===== config.mk =====
export PLATFORM = sky130hd
export DESIGN_NAME = mod_counter_flat
export DESIGN_NICKNAME = d
export VERILOG_FILES = /design/src/rtl/mod_counter_if.sv /design/src/rtl/mod_counter.sv /design/src/flat_wrapper.sv
export SDC_FILE = /design/constraint.sdc
export NUM_CORES = 1
export LEC_CHECK = 0
export CORE_MARGIN = 2
export CORE_UTILIZATION = 49
export CTS_CLUSTER_DIAMETER = 200
export DETAILED_ROUTE_END_ITERATION = 7
export PLACE_DENSITY_LB_ADDON = 0.25
export SETUP_SLACK_MARGIN = 0.4
export SLEW_MARGIN = 20
export SYNTH_ARGS = -nofsm -noshare
export SYNTH_HDL_FRONTEND = slang
export SYNTH_SLANG_ARGS = --single-unit

===== constraint.sdc =====
create_clock -name clk -period 3.1 [get_ports clk]
set_input_delay 0.31 -clock clk [delete_from_list [all_inputs] [get_ports clk]]
set_output_delay 0.31 -clock clk [all_outputs]
set_load 0.05 [all_outputs]

===== src/rtl/mod_counter_if.sv =====
// Control/status bundle for mod_counter. Defining COUNTER_MATCH_EN adds the
// match_val/match compare pair.
interface mod_counter_if #(
    parameter int WIDTH  = 8,
    parameter int STEP_W = 4
);
    logic              start;
    logic              stop;
    logic              enable;
    logic              up_down;
    logic [1:0]        mode;
    logic [STEP_W-1:0] step;
    logic [WIDTH-1:0]  limit;
    logic              load_en;
    logic [WIDTH-1:0]  load_val;
    logic [WIDTH-1:0]  count;
    logic              busy;
    logic              done;
    logic              tc;
`ifdef COUNTER_MATCH_EN
    logic [WIDTH-1:0]  match_val;
    logic              match;

    modport master (
        output start, stop, enable, up_down, mode, step, limit, load_en, load_val, match_val,
        input  count, busy, done, tc, match
    );
    modport slave (
        input  start, stop, enable, up_down, mode, step, limit, load_en, load_val, match_val,
        output count, busy, done, tc, match
    );
`else
    modport master (
        output start, stop, enable, up_down, mode, step, limit, load_en, load_val,
        input  count, busy, done, tc
    );
    modport slave (
        input  start, stop, enable, up_down, mode, step, limit, load_en, load_val,
        output count, busy, done, tc
    );
`endif
endinterface


===== src/rtl/mod_counter.sv =====
// Up/down modulus counter with wrap/saturate/one-shot modes and a run/stop FSM.
// Optional COUNTER_MATCH_EN adds a registered count == match_val flag.
//
//   state  | meaning
//   -------+----------------------------------------------------------
//   S_IDLE | stopped, count frozen; start -> S_RUN
//   S_RUN  | counting while enable is high
//   S_DONE | one-shot reached its bound, count frozen; start -> S_RUN
module mod_counter #(
    parameter int WIDTH  = 8,
    parameter int STEP_W = 4
) (
    input  logic          clk,
    input  logic          reset,
    mod_counter_if.slave  bus
);

    typedef enum logic [1:0] {
        S_IDLE = 2'd0,
        S_RUN  = 2'd1,
        S_DONE = 2'd2
    } state_t;

    state_t           state_q, state_d;
    logic [WIDTH-1:0] count_q, count_d;
    logic             tc_q, tc_d;
    logic             busy_q, done_q;

    logic [WIDTH:0]   cnt_x, lim_x, stp_x, bound_x;
    logic [WIDTH:0]   raw_up, raw_dn, up_wrap, dn_wrap;
    logic             over_up, under_dn;
    logic             is_sat, is_os;
    logic [WIDTH-1:0] load_clamped;

    // Everything is evaluated one bit wider so overflow and borrow are visible.
    assign cnt_x    = {1'b0, count_q};
    assign lim_x    = {1'b0, bus.limit};
    assign stp_x    = (WIDTH+1)'(bus.step);
    assign bound_x  = lim_x + 1'b1;
    assign raw_up   = cnt_x + stp_x;
    assign raw_dn   = cnt_x - stp_x;
    assign up_wrap  = raw_up - bound_x;
    assign dn_wrap  = cnt_x + bound_x - stp_x;
    assign over_up  = raw_up > lim_x;
    assign under_dn = stp_x > cnt_x;

    assign is_sat = (bus.mode == 2'd1);
    assign is_os  = (bus.mode == 2'd2);

    assign load_clamped = (bus.load_val > bus.limit) ? bus.limit : bus.load_val;

    always_comb begin
        state_d = state_q;
        count_d = count_q;
        tc_d    = 1'b0;
        if (bus.stop) begin
            state_d = S_IDLE;
        end else if (bus.load_en) begin
            count_d = load_clamped;
            if (bus.start) state_d = S_RUN;
        end else if (bus.start) begin
            state_d = S_RUN;
        end else if (state_q == S_RUN && bus.enable && bus.step != '0) begin
            if (bus.up_down) begin
                if (over_up) begin
                    tc_d = 1'b1;
                    if (is_sat) begin
                        count_d = bus.limit;
                    end else if (is_os) begin
                        count_d = bus.limit;
                        state_d = S_DONE;
                    end else begin
                        count_d = up_wrap[WIDTH-1:0];
                    end
                end else begin
                    count_d = raw_up[WIDTH-1:0];
                    if (is_os && raw_up == lim_x) begin
                        tc_d    = 1'b1;
                        state_d = S_DONE;
                    end
                end
            end else begin
                if (under_dn) begin
                    tc_d = 1'b1;
                    if (is_sat) begin
                        count_d = '0;
                    end else if (is_os) begin
                        count_d = '0;
                        state_d = S_DONE;
                    end else begin
                        count_d = dn_wrap[WIDTH-1:0];
                    end
                end else begin
                    count_d = raw_dn[WIDTH-1:0];
                    if (is_os && raw_dn == '0) begin
                        tc_d    = 1'b1;
                        state_d = S_DONE;
                    end
                end
            end
        end
    end

    always_ff @(posedge clk or posedge reset) begin
        if (reset) begin
            state_q <= S_IDLE;
            count_q <= '0;
            tc_q    <= 1'b0;
            busy_q  <= 1'b0;
            done_q  <= 1'b0;
        end else begin
            state_q <= state_d;
            count_q <= count_d;
            tc_q    <= tc_d;
            busy_q  <= (state_d == S_RUN);
            done_q  <= (state_d == S_DONE);
        end
    end

    assign bus.count = count_q;
    assign bus.busy  = busy_q;
    assign bus.done  = done_q;
    assign bus.tc    = tc_q;

`ifdef COUNTER_MATCH_EN
    logic match_q;

    always_ff @(posedge clk or posedge reset) begin
        if (reset) match_q <= 1'b0;
        else       match_q <= (count_d == bus.match_val);
    end

    assign bus.match = match_q;
`endif

endmodule


===== src/flat_wrapper.sv =====
// flat-port wrapper written by rule: the top's interface ports become plain ports
module mod_counter_flat 
#(
    parameter int WIDTH  = 8,
    parameter int STEP_W = 4
)
  (clk, reset, bus_start, bus_stop, bus_enable, bus_up_down, bus_mode, bus_step, bus_limit, bus_load_en, bus_load_val, bus_count, bus_busy, bus_done, bus_tc);
  mod_counter_if #(.WIDTH(WIDTH), .STEP_W(STEP_W)) bus_i ();
  input  logic clk;
  input  logic reset;
  input wire logic [$bits(bus_i.start)-1:0] bus_start;
  input wire logic [$bits(bus_i.stop)-1:0] bus_stop;
  input wire logic [$bits(bus_i.enable)-1:0] bus_enable;
  input wire logic [$bits(bus_i.up_down)-1:0] bus_up_down;
  input wire logic [$bits(bus_i.mode)-1:0] bus_mode;
  input wire logic [$bits(bus_i.step)-1:0] bus_step;
  input wire logic [$bits(bus_i.limit)-1:0] bus_limit;
  input wire logic [$bits(bus_i.load_en)-1:0] bus_load_en;
  input wire logic [$bits(bus_i.load_val)-1:0] bus_load_val;
  output wire logic [$bits(bus_i.count)-1:0] bus_count;
  output wire logic [$bits(bus_i.busy)-1:0] bus_busy;
  output wire logic [$bits(bus_i.done)-1:0] bus_done;
  output wire logic [$bits(bus_i.tc)-1:0] bus_tc;
  assign bus_i.start = bus_start;
  assign bus_i.stop = bus_stop;
  assign bus_i.enable = bus_enable;
  assign bus_i.up_down = bus_up_down;
  assign bus_i.mode = bus_mode;
  assign bus_i.step = bus_step;
  assign bus_i.limit = bus_limit;
  assign bus_i.load_en = bus_load_en;
  assign bus_i.load_val = bus_load_val;
  assign bus_count = bus_i.count;
  assign bus_busy = bus_i.busy;
  assign bus_done = bus_i.done;
  assign bus_tc = bus_i.tc;
  mod_counter #(.WIDTH(WIDTH), .STEP_W(STEP_W)) u_core (.clk(clk), .reset(reset), .bus(bus_i));
endmodule

==> flow_summary_export.csv, run 1 <==
group,metric,value,unit
layout,insertedDiodeCount,0,
route,via_count,3293,
die,rows,27,
clock_network,cts.path.max_buffers,2,
power,power.density,721,mW/mm^2
route,drt_drc_violations_left,0,
layout,finalNetCount,545,
power,p_sw,0.00148,W
die,fp.dieArea,0.00634,sq mm
place,dpl.cell_count,525,
synthesis,synth_fp_nets,423,
power,cellLeakagePower,1.95,nW
worst_setup_path,critPathLaunchType,"register",
place,dpl_worst_slack,-0.915,ns
clock_network,cts_buffers,3,
synthesis,ys_seq_elements,13,
place,hpwl,8000,um
power,p_seq_share,7.9,%
min_path,hold_path.class,"in2async",
timing,rsz0062_at_grt,"true",
synthesis,synth_compound_gate_area_share,26.4,%
synthesis,synth_warnings,0,
clock_network,path_clk_slew,0.06,ns
timing,slew_headroom,41.0,%
route,viasPerCell,6.14,
die,coreArea,0.00551,sq mm
timing,layout_setup_ws,-0.268,ns
clock_network,clock-sinks,13,
worst_setup_path,worst_path_max_delay_cell,"dfrtp_2",
timing,hold-worst-slack,0.391,ns
die,die_h,79.6,um
status,outcome,"finished with violations",
timing,final_max_slew_viol_count,0,
worst_setup_path,crit_family,"compound AO/OA/AOI/OAI gates",
power,combPwrFrac,86.9,%
worst_setup_path,cp_data_required_time,3.24,ns
worst_setup_path,r2r_slack,-0.27,ns
route,wl,10200,um
timing,finalSetupViolCount,13,
worst_setup_path,crit_path_end_kind,"register",
synthesis,synth_edf_count,0,
layout,nFillCells,385,
place,place_area,0.00391,sq mm
worst_setup_path,criticalPathCategory,"reg2reg",
layout,utilization,76.7,%
route,drtIter0Drc,290,
clock_network,ctsHtreeMaxLevel,1,
place,place_congestion,0.974,
timing,worstMarginPinSlew,0.880,ns
die,start_util,50.9,%
status,violations,"setup timing",
timing,final-hold-violation-count,0,
clock_network,hold_buffers,0,
global_routing,grt_pass1_vias,3265,
clock_network,cts_tree,"done",
timing,skew,0.00461,ns
global_routing,grtUsageTotal,33.1,%
synthesis,synthAdderAreaFrac,24.6,%
timing,max_freq,297,MHz
synthesis,synthMuxAreaShare,4.38,%
global_routing,antenna_found_initial,0,
worst_setup_path,cp_max_fo,5,
synthesis,yosys-top-cells-area,"ha_1 20%, dfrtp_1 12%, xnor2_1 5.6%, fa_1 5.0%, inv_1 5.0%",
clock_network,clk_latency,0.25,ns
synthesis,synth_top_family_by_area,"compound AO/OA/AOI/OAI gates",
layout,design_area,0.00422,sq mm
clock_network,cts_root_buf,"clkbuf_8",
layout,areaGrowthSynthToFinish,50.7,%
synthesis,synth_xor_area_share,7.81,%
place,port_buffers,39,
worst_setup_path,crit_buf_inv,1,
die,chipWidth,79.6,um
synthesis,synthCells,343,
synthesis,netlist-cell-type-count,66,
power,p_int,0.00157,W
timing,fin_crit_sh,109,%
synthesis,syn_avg_cell_area,8.17,sq um
layout,final_cell_count_no_fill,536,
flow_run,cap_violations,0,
global_routing,grt_max_degree,14,
power,netSwitchingFraction,48.5,%
worst_setup_path,path_cells,"ha_4 -> inv_2 -> fa_2 -> o21ba_4 -> o21bai_4 -> nand3_2 -> xnor2_2 -> ha_1 -> nand4_1 -> a21o_1 -> a31oi_4 -> nor2_4 -> a311o_1 -> a21bo_1 -> a22o_1",
global_routing,grt-ovfl-total,0,
global_routing,grt_pass1_wl,16400,um
synthesis,synth_top_area_share,19.6,%
synthesis,synth_area_leader_cell,"ha_1",
die,ios,40,
synthesis,syn_area,0.00280,sq mm
worst_setup_path,cp_slowest_stage_delay,0.39,ns
layout,drive_above_1_share,31.7,%
power,ir_drop,570,uV
synthesis,ys.flop_type,"dfrtp_1",
synthesis,async_flop_share,100,%
route,ant_nets,0,
power,power_frac_clock,5.2,%
synthesis,ys_seq_area_share,11.6,%
synthesis,yosys.area_share.simple,17.7,%
timing,fin_crit,3.37,ns
route,wl_per_cell,19.1,um
route,drt_first_pass_iters,5,
worst_setup_path,arrival,3.51,ns
-- power by group through the flow --
stage | Sequential [W] | Clock (W) | Combinational [W]
3_3_place_gp | 0.000233 | 0 | 0.00225
4_1_cts | 0.000236 | 0.000155 | 0.00254
3_5_place_dp | 0.000234 | 0 | 0.00230
5_1_grt | 0.000242 | 0.000163 | 0.00283
6_report | 0.000240 | 0.000158 | 0.00265
2_1_floorplan | 0.000358 | 0 | 0.00129
-- flip-flops by register name (all words and copies together), names as in the netlist --
name,cells
u_core.bus.busy,1
u_core.bus.count,8
u_core.bus.done,1
u_core.bus.tc,1
u_core.state_q,2
-- placed cells by master (no fill, tap or decap), types with 3 or more instances in the layout --
master	netlist	layout
o21ai_0	15	9
nor3_1	8	8
o211ai_1	4	4
o21ai_1	2	7
a21o_1	6	6
mux2i_1	10	10
a31oi_1	8	7
fa_1	7	6
xor2_1	7	4
xnor2_2	0	3
ha_1	44	36
a211oi_1	3	3
and3_1	5	5
a211o_1	4	4
nand4_1	6	6
xor2_2	0	3
nor2_1	25	22
ha_4	0	6
nand3_1	9	6
dfrtp_1	13	10
o21a_1	7	7
nand2_1	9	9
or3_1	3	3
inv_2	0	4
buf_4	0	87
nand3_2	0	3
dlygate4sd2_1	0	6
a21oi_1	16	15
inv_1	37	33
clkbuf_8	1	3
nor2b_1	6	6
xnor2_1	18	15
o22ai_1	5	4
dfrtp_2	0	3
clkdlybuf4s50_1	0	33
o31a_1	4	4
-- synthesized netlist by cell type, types with 3 or more instances --
| library cell | instances |
|---|---|
| a211o_1 | 4 |
| nand2b_1 | 3 |
| nor4_1 | 4 |
| nor3_1 | 8 |
| a211oi_1 | 3 |
| o21ai_0 | 15 |
| nor2b_1 | 6 |
| o21a_1 | 7 |
| ha_1 | 44 |
| dfrtp_1 | 13 |
| nand3_1 | 9 |
| nand2_1 | 9 |
| o21bai_1 | 3 |
| o211ai_1 | 4 |
| xnor2_1 | 18 |
| a21oi_1 | 16 |
| and3_1 | 5 |
| inv_1 | 37 |
| xor2_1 | 7 |
| fa_1 | 7 |
| o31a_1 | 4 |
| clkbuf_1 | 5 |
| nor2_1 | 25 |
| nand4_1 | 6 |
| o22ai_1 | 5 |
| mux2i_1 | 10 |
| buf_2 | 3 |
| a31oi_1 | 8 |
| or3_1 | 3 |
| a21o_1 | 6 |
-- worst register-to-register path: stages (launching register included) --
cell,delay [ns]
dfrtp_2,0.39
ha_4,0.14
inv_2,0.04
fa_2,0.36
o21ba_4,0.21
o21bai_4,0.18
nand3_2,0.11
xnor2_2,0.16
ha_1,0.30
nand4_1,0.19
a21o_1,0.24
a31oi_4,0.21
nor2_4,0.08
a311o_1,0.29
a21bo_1,0.20
a22o_1,0.17
-- stage by stage --
step	power [W]	TNS, ns
finish	0.00304	-2.49
global route	0.00324	-4.26
CTS	0.00293	-2.03
detailed placement	0.00254	-10.36
global placement	0.00248	-8.99
floorplan	0.00165	-3.15
-- timing repair --
action | CTS | global route
endpoints found under the setup margin | 13 | 13
resized for setup | 40 | 7
pin swaps | 29 | 2
setup buffers | 7 | 0
-- metal layers --
metal / vias up / part of all wire [%] / global-route usage, %
met1: 1542 / 41 / 43.4
met2: 192 / 46 / 53.3
met5: - / 0 / 0
li1: 1513 / - / -
met4: 0 / 4.3 / 14.8
met3: 46 / 9.3 / 5.54
-- final cells by class --
| cell class | count | area, sq um | area share (%) |
|---|---|---|---|
| Timing Repair Buffer | 128 | 1060 | 25.1 |
| Clock buffer | 4 | 45.0 | 1.07 |
| Tap cell | 72 | 90.1 | 2.13 |
| Multi-Input combinational cell | 282 | 2560 | 60.7 |
| Sequential cell | 13 | 329 | 7.79 |
| Inverter | 37 | 139 | 3.29 |
-- worst paths after layout --
path / to / cells past startpoint / startpoint
worst min-delay path: u_core.bus.tc / 2 / reset
worst min register to register: u_core.bus.done / 1 / u_core.state_q[1]
worst max-delay path: u_core.bus.count[5] / 15 / u_core.bus.count[0]
worst max register to register: u_core.bus.count[5] / 15 / u_core.bus.count[0]
max in group asynchronous: u_core.bus.count[1] / 2 / reset
min in group clk: u_core.bus.done / 1 / u_core.state_q[1]
-- cell families after synthesis --
family	count (synthesis)
AND/OR/NAND/NOR	90
adder cells (fa/ha/maj)	51
AO/OA/AOI/OAI	104
multiplexers	12
buffers and inverters	48
XOR/XNOR	25
flip-flops	13
(Power assumes the default switching activity.)
==> run 2, diff against run 1 <==
--- a/config.mk
+++ b/config.mk
@@ -5,13 +5,12 @@
 export SDC_FILE = /design/constraint.sdc
 export NUM_CORES = 1
 export LEC_CHECK = 0
-export CORE_MARGIN = 2
+export CORE_MARGIN = 4
 export CORE_UTILIZATION = 49
 export CTS_CLUSTER_DIAMETER = 200
 export DETAILED_ROUTE_END_ITERATION = 7
 export PLACE_DENSITY_LB_ADDON = 0.25
 export SETUP_SLACK_MARGIN = 0.4
-export SLEW_MARGIN = 20
 export SYNTH_ARGS = -nofsm -noshare
 export SYNTH_HDL_FRONTEND = slang
 export SYNTH_SLANG_ARGS = --single-unit
==> run 2 against run 1 <==
Die area rose by 10%. Largest power group unchanged. Power rose by 3.6%. Sequential power rose by 2%. The run still ends with setup timing left. Non-clock buffer count did not move. Critical path depth did not move. Sequential share of layout area fell by 0.11 points. Wire length fell by 0.34%. Setup slack got worse by 0.055 ns. Critical endpoint is now u_core.bus.count[7]. Flip-flop and latch count did not move. Design area rose by 1.4%.
==> flow_summary_export.csv, run 2 (synthesis results as in run 1) <==
group,metric,value,unit
status,outcome,"finished with violations",
status,violations,"setup timing",
die,ios,40,
route,wl_per_cell,19.0,um
worst_setup_path,cp_slowest_stage_delay,0.43,ns
route,via_count,3296,
timing,rsz0062_at_grt,"true",
worst_setup_path,critPathLaunchType,"register",
clock_network,cts_tree,"done",
clock_network,cts_buffers,3,
timing,finalSetupViolCount,13,
global_routing,grt-ovfl-total,0,
timing,fin_crit,3.42,ns
timing,max_freq,292,MHz
place,place_congestion,1.02,
clock_network,cts.path.max_buffers,2,
global_routing,grt_max_degree,15,
route,drtIter0Drc,251,
global_routing,grt_pass1_wl,16000,um
timing,slew_headroom,48.9,%
timing,fin_crit_sh,110,%
worst_setup_path,worst_path_max_delay_cell,"dfrtp_2",
route,drt_first_pass_iters,5,
timing,worstMarginPinSlew,0.762,ns
worst_setup_path,crit_start,"u_core.bus.count[1]",
worst_setup_path,arrival,3.53,ns
layout,final_cell_mix,"85 x buf_4, 35 x ha_1, 34 x inv_1, 34 x clkdlybuf4s50_1, 24 x nor2_1",
worst_setup_path,criticalPathCategory,"reg2reg",
place,dpl.cell_count,524,
place,port_buffers,39,
worst_setup_path,crit_top_cell,"buf_6",
place,hpwl,8160,um
timing,final-hold-violation-count,0,
route,ant_nets,0,
clock_network,path_clk_slew,0.06,ns
clock_network,cts_root_buf,"clkbuf_8",
layout,insertedDiodeCount,0,
die,rows,27,
flow_run,cap_violations,0,
clock_network,hold_buffers,0,
clock_network,clk_latency,0.24,ns
layout,largest_reg_flops,8,
layout,areaGrowthSynthToFinish,52.8,%
route,viasPerCell,6.15,
power,power.density,736,mW/mm^2
worst_setup_path,cp_data_required_time,3.21,ns
die,chipWidth,83.6,um
global_routing,grt_pass1_vias,3118,
worst_setup_path,path_cells,"inv_2 -> fa_2 -> o21ba_4 -> o21bai_4 -> buf_6 -> xnor2_4 -> ha_4 -> a211o_1 -> o211ai_1 -> a31oi_4 -> nor2_4 -> buf_6 -> nor4_2 -> a311oi_1 -> a31oi_1",
timing,layout_setup_ws,-0.322,ns
global_routing,antenna_found_initial,0,
clock_network,clock-sinks,13,
die,coreArea,0.00554,sq mm
power,cellLeakagePower,1.96,nW
worst_setup_path,r2r_start,"u_core.bus.count[1]",
global_routing,grtUsageTotal,28.1,%
layout,finalNetCount,545,
die,die_h,83.6,um
die,start_util,50.6,%
clock_network,ctsHtreeMaxLevel,1,
min_path,hold_path.class,"in2async",
die,fp.dieArea,0.00699,sq mm
worst_setup_path,crit_buf_inv,3,
worst_setup_path,crit_path_end_kind,"register",
layout,final_common_cell,"buf_4",
timing,skew,0.00326,ns
worst_setup_path,cp_max_fo,6,
timing,timing.setup.tns,-2.80,ns
layout,final_cell_count_no_fill,536,
power,ir_drop,524,uV
layout,drive_above_1_share,33.4,%
route,drt_drc_violations_left,0,
route,wl,10200,um
timing,final_max_slew_viol_count,0,
worst_setup_path,crit_family,"compound AO/OA/AOI/OAI gates",
## run 2: cell types whose count changed in the layout (fill, tap and decap cells not counted), sizes merged
cell	before	now
dlymetal6s2s	0	1
clkdlybuf4s50	33	34
dlygate4sd2	6	4
## run 2: power breakdown
part	total, W	switching (W)	internal, W
sequential	0.000245	0.0000412	0.000204
clock	0.000153	0.0000617	0.0000909
combinational	0.00275	0.00140	0.00136
total	0.00315	0.00150	0.00165
## run 2: layout make-up
class | count | area, sq um
Multi-Input combinational cell | 282 | 2610
Sequential cell | 13 | 329
Fill cell | 391 | 1260
Clock buffer | 4 | 45.0
Timing Repair Buffer | 128 | 1070
Tap cell | 72 | 90.1
Inverter | 37 | 139
## run 2: path summary, 6_finish.rpt
kind | end | slack [ns] | cells after the start
worst min register to register | u_core.bus.done | 0.56 | 1
worst max-delay path | u_core.bus.count[7] | -0.32 | 15
worst min-delay path | u_core.bus.count[7] | 0.39 | 2
max in group asynchronous | u_core.bus.count[0] | 2.34 | 2
worst max register to register | u_core.bus.count[7] | -0.32 | 15
min in group clk | u_core.bus.done | 0.56 | 1
## run 2: worst reg2reg max path, delay by kind of cell, from the launching register on
kind            cells  cell delay, ns
compound gates      7            1.43
xor+xnor            1            0.13
fa+ha+maj           2            0.64
buf+inv             3            0.38
flops               1            0.43
simple gates        2            0.27
## run 2: routing by layer
metal	track usage, %	share of wire, %	vias up
li1	-	-	1512
met1	38.2	40	1547
met2	44.3	46	188
met3	5.33	9.7	49
met4	9.80	4.4	0
met5	0	0	-
## run 2: through the flow
| stage | utilization [%] | worst slack [ns] | cell area (sq um) | hold WS (ns) | power, W |
|---|---|---|---|---|---|
| after global placement | 70.4 | -0.794 | 3900 | 0.535 | 0.00249 |
| final | 77.3 | -0.322 | 4280 | 0.391 | 0.00315 |
| after detailed placement | 70.4 | -0.931 | 3900 | 0.541 | 0.00256 |
| after global routing | 77.3 | -0.450 | 4280 | 0.465 | 0.00338 |
| after floorplan | - | -0.314 | 2880 | 0.187 | 0.00165 |
| after CTS | 73.4 | -0.237 | 4070 | 0.412 | 0.00285 |
## run 2: timing repair
| item | CTS | global route |
|---|---|---|
| setup buffers | 5 | 3 |
| resized for setup | 20 | 31 |
| setup endpoints to repair | 13 | 13 |
| pin swaps | 14 | 15 |
==> run 3, diff against run 2 <==
--- a/config.mk
+++ b/config.mk
@@ -5,6 +5,7 @@
 export SDC_FILE = /design/constraint.sdc
 export NUM_CORES = 1
 export LEC_CHECK = 0
+export CAP_MARGIN = 20
 export CORE_MARGIN = 4
 export CORE_UTILIZATION = 49
 export CTS_CLUSTER_DIAMETER = 200
==> results of run 3 <==
Same layout as run 2: the final DEF is identical, and so are final timing and power.
